<file path="src/rtl/darkroom_pkg.sv">
// Shared constants and FSM encoding for the lighthouse frame-to-SPI scheduler.
// Latency: n/a (types and constants only).
// Backpressure: n/a.
package darkroom_pkg;

    localparam int FRAME_WIDTH       = 256;
    localparam int BYTES_PER_FRAME   = 32;
    localparam int SENSORS_PER_FRAME = 8;
    localparam int MAX_FRAMES        = 16;

    typedef enum logic [2:0] {
        ST_IDLE     = 3'd0,
        ST_SELECT   = 3'd1,
        ST_LATCH    = 3'd2,
        ST_SEND     = 3'd3,
        ST_WAIT_ACK = 3'd4,
        ST_WAIT_REQ = 3'd5,
        ST_WAIT_END = 3'd6,
        ST_GAP      = 3'd7
    } state_t;

endpackage

</file>
<file path="src/rtl/darkroom_rr_arbiter.sv">
// Round-robin pick: first requesting frame strictly after ptr_i, wrapping.
// Latency: purely combinational.
// Backpressure: none; the caller samples the grant when it is ready to use it.
// Ports: req_i (pending vector), ptr_i (last served index),
//        grant_o (one-hot), idx_o (binary index), any_o (some request present).
module darkroom_rr_arbiter #(
    parameter int N = 1
) (
    input  logic [N-1:0] req_i,
    input  logic [3:0]   ptr_i,
    output logic [N-1:0] grant_o,
    output logic [3:0]   idx_o,
    output logic         any_o
);

    always_comb begin
        int j;
        j       = 0;
        grant_o = '0;
        idx_o   = '0;
        any_o   = 1'b0;
        // Scan ptr+1 .. ptr+N so the last-served frame gets lowest priority.
        for (int i = 1; i <= N; i++) begin
            j = (int'(ptr_i) + i) % N;
            if (!any_o && req_i[j]) begin
                any_o      = 1'b1;
                grant_o[j] = 1'b1;
                idx_o      = 4'(j);
            end
        end
    end

endmodule

</file>
<file path="src/rtl/darkroom_spi_scheduler.sv">
// Streams 256-bit sensor frames, picked round-robin from pending flags, into a byte SPI master.
// Latency: pending set -> wren_o high in 3 clocks from IDLE; then one byte per wr_ack_i.
// Backpressure: holds wren_o/byte_o until wr_ack_i, waits for di_req_i between bytes.
// Ports: sync_i/trigger_i mark frames pending; frame_sel_o/frame_i fetch frame data;
//        byte_o/wren_o/di_req_i/wr_ack_i/ss_n_i talk to the SPI master;
//        busy_o, frames_sent_o, overrun_o, timeout_o report status (clear_i clears stickies).
module darkroom_spi_scheduler
    import darkroom_pkg::*;
#(
    parameter int NUMBER_OF_SENSORS = 8,
    parameter int GAP_CYCLES        = 1023,
    parameter int TIMEOUT_CYCLES    = 65535
) (
    input  logic                         clock,
    input  logic                         reset_n,
    input  logic [NUMBER_OF_SENSORS-1:0] sync_i,
    input  logic                         trigger_i,
    input  logic                         clear_i,
    output logic [3:0]                   frame_sel_o,
    input  logic [255:0]                 frame_i,
    output logic [7:0]                   byte_o,
    output logic                         wren_o,
    input  logic                         di_req_i,
    input  logic                         wr_ack_i,
    input  logic                         ss_n_i,
    output logic                         busy_o,
    output logic [15:0]                  frames_sent_o,
    output logic                         overrun_o,
    output logic                         timeout_o
);

    localparam int NUM_FRAMES = (NUMBER_OF_SENSORS + SENSORS_PER_FRAME - 1) / SENSORS_PER_FRAME;
    localparam int SYNC_PAD   = NUM_FRAMES * SENSORS_PER_FRAME;

    state_t                 state_q, state_d;
    logic [NUM_FRAMES-1:0]  pending_q, pending_d;
    logic [NUM_FRAMES-1:0]  sel_oh_q, sel_oh_d;
    logic [NUM_FRAMES-1:0]  sync_hit, set_vec, clr_vec, grant;
    logic [3:0]             sel_q, sel_d, rr_q, rr_d, grant_idx;
    logic                   grant_any;
    logic [FRAME_WIDTH-1:0] shadow_q, shadow_d;
    logic [4:0]             k_q, k_d;
    logic [15:0]            cnt_q, cnt_d, sent_q, sent_d;
    logic                   ss_prev_q;
    logic                   overrun_q, overrun_d, timeout_q, timeout_d;
    logic [SYNC_PAD-1:0]    sync_pad;

    // Partial last frame: unused sensor slots read as zero.
    assign sync_pad = SYNC_PAD'(sync_i);

    // Pending bookkeeping: set wins over the LATCH-cycle clear.
    always_comb begin
        sync_hit = '0;
        for (int f = 0; f < NUM_FRAMES; f++) begin
            sync_hit[f] = |sync_pad[f*SENSORS_PER_FRAME +: SENSORS_PER_FRAME];
        end
        set_vec   = sync_hit | {NUM_FRAMES{trigger_i}};
        clr_vec   = (state_q == ST_LATCH) ? sel_oh_q : '0;
        pending_d = (pending_q & ~clr_vec) | set_vec;
        // A frame being latched this cycle is not an overrun: the new sync re-arms it.
        overrun_d = (overrun_q & ~clear_i) | (|(sync_hit & pending_q & ~clr_vec));
    end

    darkroom_rr_arbiter #(.N(NUM_FRAMES)) u_arb (
        .req_i   (pending_q),
        .ptr_i   (rr_q),
        .grant_o (grant),
        .idx_o   (grant_idx),
        .any_o   (grant_any)
    );

    always_comb begin
        state_d   = state_q;
        sel_d     = sel_q;
        sel_oh_d  = sel_oh_q;
        rr_d      = rr_q;
        shadow_d  = shadow_q;
        k_d       = k_q;
        cnt_d     = cnt_q;
        sent_d    = sent_q;
        timeout_d = timeout_q & ~clear_i;
        wren_o    = 1'b0;
        byte_o    = 8'h00;
        busy_o    = (state_q != ST_IDLE);
        case (state_q)
            ST_IDLE: begin
                if (grant_any) begin
                    sel_d    = grant_idx;
                    sel_oh_d = grant;
                    state_d  = ST_SELECT;
                end
            end
            // frame_sel_o changed on entry; give the owner's mux a cycle to settle.
            ST_SELECT: state_d = ST_LATCH;
            ST_LATCH: begin
                shadow_d = frame_i;
                rr_d     = sel_q;
                k_d      = '0;
                state_d  = ST_SEND;
            end
            ST_SEND: begin
                wren_o  = 1'b1;
                byte_o  = shadow_q[k_q*8 +: 8];
                state_d = ST_WAIT_ACK;
            end
            ST_WAIT_ACK: begin
                wren_o = 1'b1;
                byte_o = shadow_q[k_q*8 +: 8];
                if (wr_ack_i) begin
                    if (k_q == 5'(BYTES_PER_FRAME - 1)) begin
                        cnt_d   = '0;
                        state_d = ST_WAIT_END;
                    end else begin
                        k_d     = k_q + 5'd1;
                        state_d = ST_WAIT_REQ;
                    end
                end
            end
            ST_WAIT_REQ: begin
                if (di_req_i) state_d = ST_SEND;
            end
            ST_WAIT_END: begin
                if (!ss_prev_q && ss_n_i) begin
                    sent_d  = sent_q + 16'd1;
                    cnt_d   = '0;
                    state_d = ST_GAP;
                end else if (cnt_q == 16'(TIMEOUT_CYCLES - 1)) begin
                    timeout_d = 1'b1;
                    cnt_d     = '0;
                    state_d   = ST_GAP;
                end else begin
                    cnt_d = cnt_q + 16'd1;
                end
            end
            ST_GAP: begin
                if (cnt_q == 16'(GAP_CYCLES - 1)) state_d = ST_IDLE;
                else                              cnt_d   = cnt_q + 16'd1;
            end
            default: state_d = ST_IDLE;
        endcase
    end

    always_ff @(posedge clock or negedge reset_n) begin
        if (!reset_n) begin
            state_q   <= ST_IDLE;
            pending_q <= '0;
            sel_q     <= '0;
            sel_oh_q  <= '0;
            rr_q      <= '0;
            shadow_q  <= '0;
            k_q       <= '0;
            cnt_q     <= '0;
            sent_q    <= '0;
            ss_prev_q <= 1'b1;
            overrun_q <= 1'b0;
            timeout_q <= 1'b0;
        end else begin
            state_q   <= state_d;
            pending_q <= pending_d;
            sel_q     <= sel_d;
            sel_oh_q  <= sel_oh_d;
            rr_q      <= rr_d;
            shadow_q  <= shadow_d;
            k_q       <= k_d;
            cnt_q     <= cnt_d;
            sent_q    <= sent_d;
            ss_prev_q <= ss_n_i;
            overrun_q <= overrun_d;
            timeout_q <= timeout_d;
        end
    end

    assign frame_sel_o   = sel_q;
    assign frames_sent_o = sent_q;
    assign overrun_o     = overrun_q;
    assign timeout_o     = timeout_q;

endmodule

</file>
<file path="config.mk">
export PLATFORM = sky130hd
export DESIGN_NAME = darkroom_spi_scheduler
export DESIGN_NICKNAME = d
export VERILOG_FILES = /design/src/rtl/darkroom_pkg.sv /design/src/rtl/darkroom_rr_arbiter.sv /design/src/rtl/darkroom_spi_scheduler.sv
export SDC_FILE = /design/constraint.sdc
export NUM_CORES = 1
export LEC_CHECK = 0
export CORE_UTILIZATION = 53
export CTS_BUF_LIST = sky130_fd_sc_hd__clkbuf_8
export CTS_CLUSTER_DIAMETER = 80
export DETAILED_ROUTE_END_ITERATION = 16
export GPL_TIMING_DRIVEN = 0
export PLACE_DENSITY = 0.83
export SETUP_SLACK_MARGIN = 0.15
export SYNTH_ARGS = -nofsm -noshare
export SYNTH_HDL_FRONTEND = slang
export SYNTH_SLANG_ARGS = --single-unit
</file>
<file path="constraint.sdc">
create_clock -name clock -period 3.1 [get_ports clock]
set_input_delay 0.31 -clock clock [delete_from_list [all_inputs] [get_ports clock]]
set_output_delay 0.31 -clock clock [all_outputs]
set_load 0.02 [all_outputs]
</file>
==> qor.csv <==
stage;metric;value;unit
timing;fin crit share;0.978;
timing;worst-margin pin slew;0.890;ns
synth;ys async rst share;1.00;
job;max-cap viol count;0;
layout;commonest non-fill, non-tap cells in the layout;817 x nand2_1, 300 x dfrtp_1, 289 x clkdlybuf4s50_1, 62 x clkbuf_8, 46 x mux2i_1;
layout;most common cell after layout, fill and taps aside;nand2_1;
cts;Worst-Skew Late Latency;0.57;ns
grt;total grt overflow;0;
power_and_ir_drop;PwrDens;958;mW/mm²
timing;endpoints failing setup;0;
run_status;status;completed;
setup_path;WS Path Type;register to output pin;
grt;first-pass GRT wire length;64.8;mm
cts;CTS Buffer Depth;3;
timing;clock skew;0.0146;ns
cts;CTS Root Cell;clkbuf_8;
drt;Pre-Repair DR Iteration Count;7;
min_path;hold crit path type;input pin to register;
drt;via count;12400;
grt;gr busiest metal;met2;
setup_path;Critical Path RT;2.79;ns
setup_path;CP max stage delay;0.57;ns
cts;total CTS buffers;49;
synth;Yosys reg bits;301;
grt;Total Routing Usage GR;0.318;
grt;GR Util met2;0.523;
timing;max frequency;0.330;GHz
drt;routed vias/inst;5.48;
synth;Synth Instances;1531;
floorplanning;IO Count;303;
synth;Yosys warning total;0;
timing;Final min period;3.03;ns
setup_path;crit path max fanout;10;
timing;Final Hold Fails;0;
floorplanning;die width;164;µm
drt;final wirelength;42.2;mm
drt;post-DR wirelength/cell;18.7;µm
floorplanning;die area;0.0270;mm²
power_and_ir_drop;Leakage;9.14;nW
setup_path;Data arrival, critical path;2.72;ns
drt;post-route ant nets;0;
power_and_ir_drop;total power;18.2;mW
grt;largest net degree at the start of global routing;113;
floorplanning;Starting Density;0.538;
setup_path;CP startpoint kind;register;
setup_path;Slowest cell on crit path;mux4_2;
placement;port bufs;298;
synth;synthesized area;0.0140;mm²
min_path;Cells on Worst Hold Path;1;
timing;hold slack;0.187;ns
grt;initial antenna violation count;0;
cts;CTS tree;yes;
layout;Layout Utilization;0.730;
layout;diodes inserted;0;
synth;Synth Flop Type;dfrtp_1;
cts;H-tree depth;2;
grt;vias in the first global route;12600;
floorplanning;CORE AREA;0.0260;mm²
grt;M3 GR Usage;0.0693;
power_and_ir_drop;worst vdd ir;626;µV
setup_path;CP Capture Type;output pin;
drt;# DRC;0;
placement;Detailed Place HPWL;30.8;mm
layout;Post-Layout Cell Count;2262;
floorplanning;Die Y;164;µm
synth;Avg Inst Size Synth;9.13;µm²
floorplanning;Rows;59;
synth;sequential area share after synthesis;0.539;
cts;Clock transition at path regs;0.06;ns
placement;routability congestion estimate;0.910;
setup_path;Worst path most repeated cell;buf_4;
timing;fin. max-slew vios;0;
timing;normalized max-slew margin;0.407;
layout;fin nets;2167;
setup_path;CP Cell Sequence;buf_12, buf_4, mux4_2, a31oi_1, a221oi_1, buf_4;
synth;Unique masters post-synth;52;
layout;Area Overhead vs Synth;35.6;%
setup_path;reg2reg setup slack;0.24;ns
synth;EDFF count, synth;0;
setup_path;worst reg2reg path startpoint;k_q[2];
setup_path;r2r worst-path depth;9;
setup_path;Setup crit start;k_q[0];
layout;ratio of cells with drive above 1 in the final layout;0.121;
min_path;hold wc startpoint;ss_n_i;
placement;placed insts;2169;
cts;clk sinks;301;
drt;DR iter-0 viols;1043;
grt;met1 GRT Util;0.414;
timing;unrepaired setup endpoints after global routing;true;
-- sequential cells by signal (all words and copies together), names as in the netlist --
name and flops:
sel_oh_q 1, cnt_q 16, shadow_q 256, frames_sent_o 16
overrun_o 1, pending_q 1, state_q 3, timeout_o 1
k_q 5, ss_prev_q 1
-- cell type report --
| type | instances | area, µm² |
|---|---|---|
| Sequential cell | 301 | 7530 |
| Inverter | 12 | 45.0 |
| Clock buffer | 60 | 826 |
| Timing Repair Buffer | 306 | 3110 |
| Fill cell | 1867 | 7020 |
| Clock inverter | 27 | 190 |
| Tap cell | 335 | 419 |
| Multi-Input combinational cell | 1125 | 6250 |
| Buffer | 96 | 592 |
-- worst max-delay path: cells and delay by family (launching register included) --
family	cells	cell delay, ns
AOI/OAI and AO/OA	2	0.55
buffers and inverters	3	0.63
muxes	1	0.57
DFF	1	0.39
-- stage by stage --
step                      area, µm²  setup TNS [ns]  worst slack [ns]
after floorplan               14000               0             0.643
final                         19000               0            0.0677
after CTS                     18800               0             0.103
after detailed placement      17500           -2.23            -0.533
after global placement        17400        -3269.15            -10.88
after global routing          19000         -0.0397           -0.0397
-- per-layer routing --
layer	vias up	share of wire
met1	6063	0.41
met4	0	0.034
li1	5706	-
met5	-	0
met2	535	0.48
met3	95	0.076
-- power by group --
group          switching, mW  total [mW]  internal, mW  leakage (nW)
sequential              1.01        6.70          5.69          3.73
combinational           4.59        7.91          3.32          4.81
clock                   1.56        3.56          1.99         0.595
-- cell families (layout without fill, tap and decap cells) --
logic type / Yosys count / in the layout / share of synthesized area
AND/OR/NAND/NOR: 901 / 901 / 0.255
flip-flops: 301 / 301 / 0.539
buffers and inverters: 108 / 501 / 0.0353
AO/OA/AOI/OAI: 95 / 95 / 0.0471
multiplexers: 92 / 92 / 0.102
XOR/XNOR: 28 / 28 / 0.0175
adder cells (fa/ha/maj): 5 / 5 / 0.00447
other: 1 / 4 / 0.000268
-- what timing repair did --
action	4_1_cts	5_1_grt
setup buffers	4	0
pin swaps	13	7
cloned	1	0
gates resized for setup	130	31
endpoints found under the setup margin	23	114
hold buffers	1	0
endpoints found under the hold margin	109	0
-- cells in the mapped netlist, types with 17 or more instances --
| master | count | share of area |
|---|---|---|
| mux2i_1 | 50 | 0.036 |
| nand2_1 | 819 | 0.22 |
| buf_2 | 29 | 0.010 |
| mux4_2 | 40 | 0.064 |
| clkbuf_1 | 51 | 0.014 |
| a221oi_1 | 25 | 0.016 |
| nor2_1 | 24 | 0.0064 |
| dfrtp_1 | 300 | 0.54 |
| o21ai_0 | 23 | 0.0082 |
| xor2_1 | 17 | 0.011 |
-- final timing paths --
check | end
worst min register to register | shadow_q[244]
min in group asynchronous | shadow_q[163]
worst max-delay path | byte_o[2]
worst min-delay path | ss_prev_q
worst max register to register | cnt_q[5]
max in group asynchronous | shadow_q[118]
(Power assumes the default switching activity.)
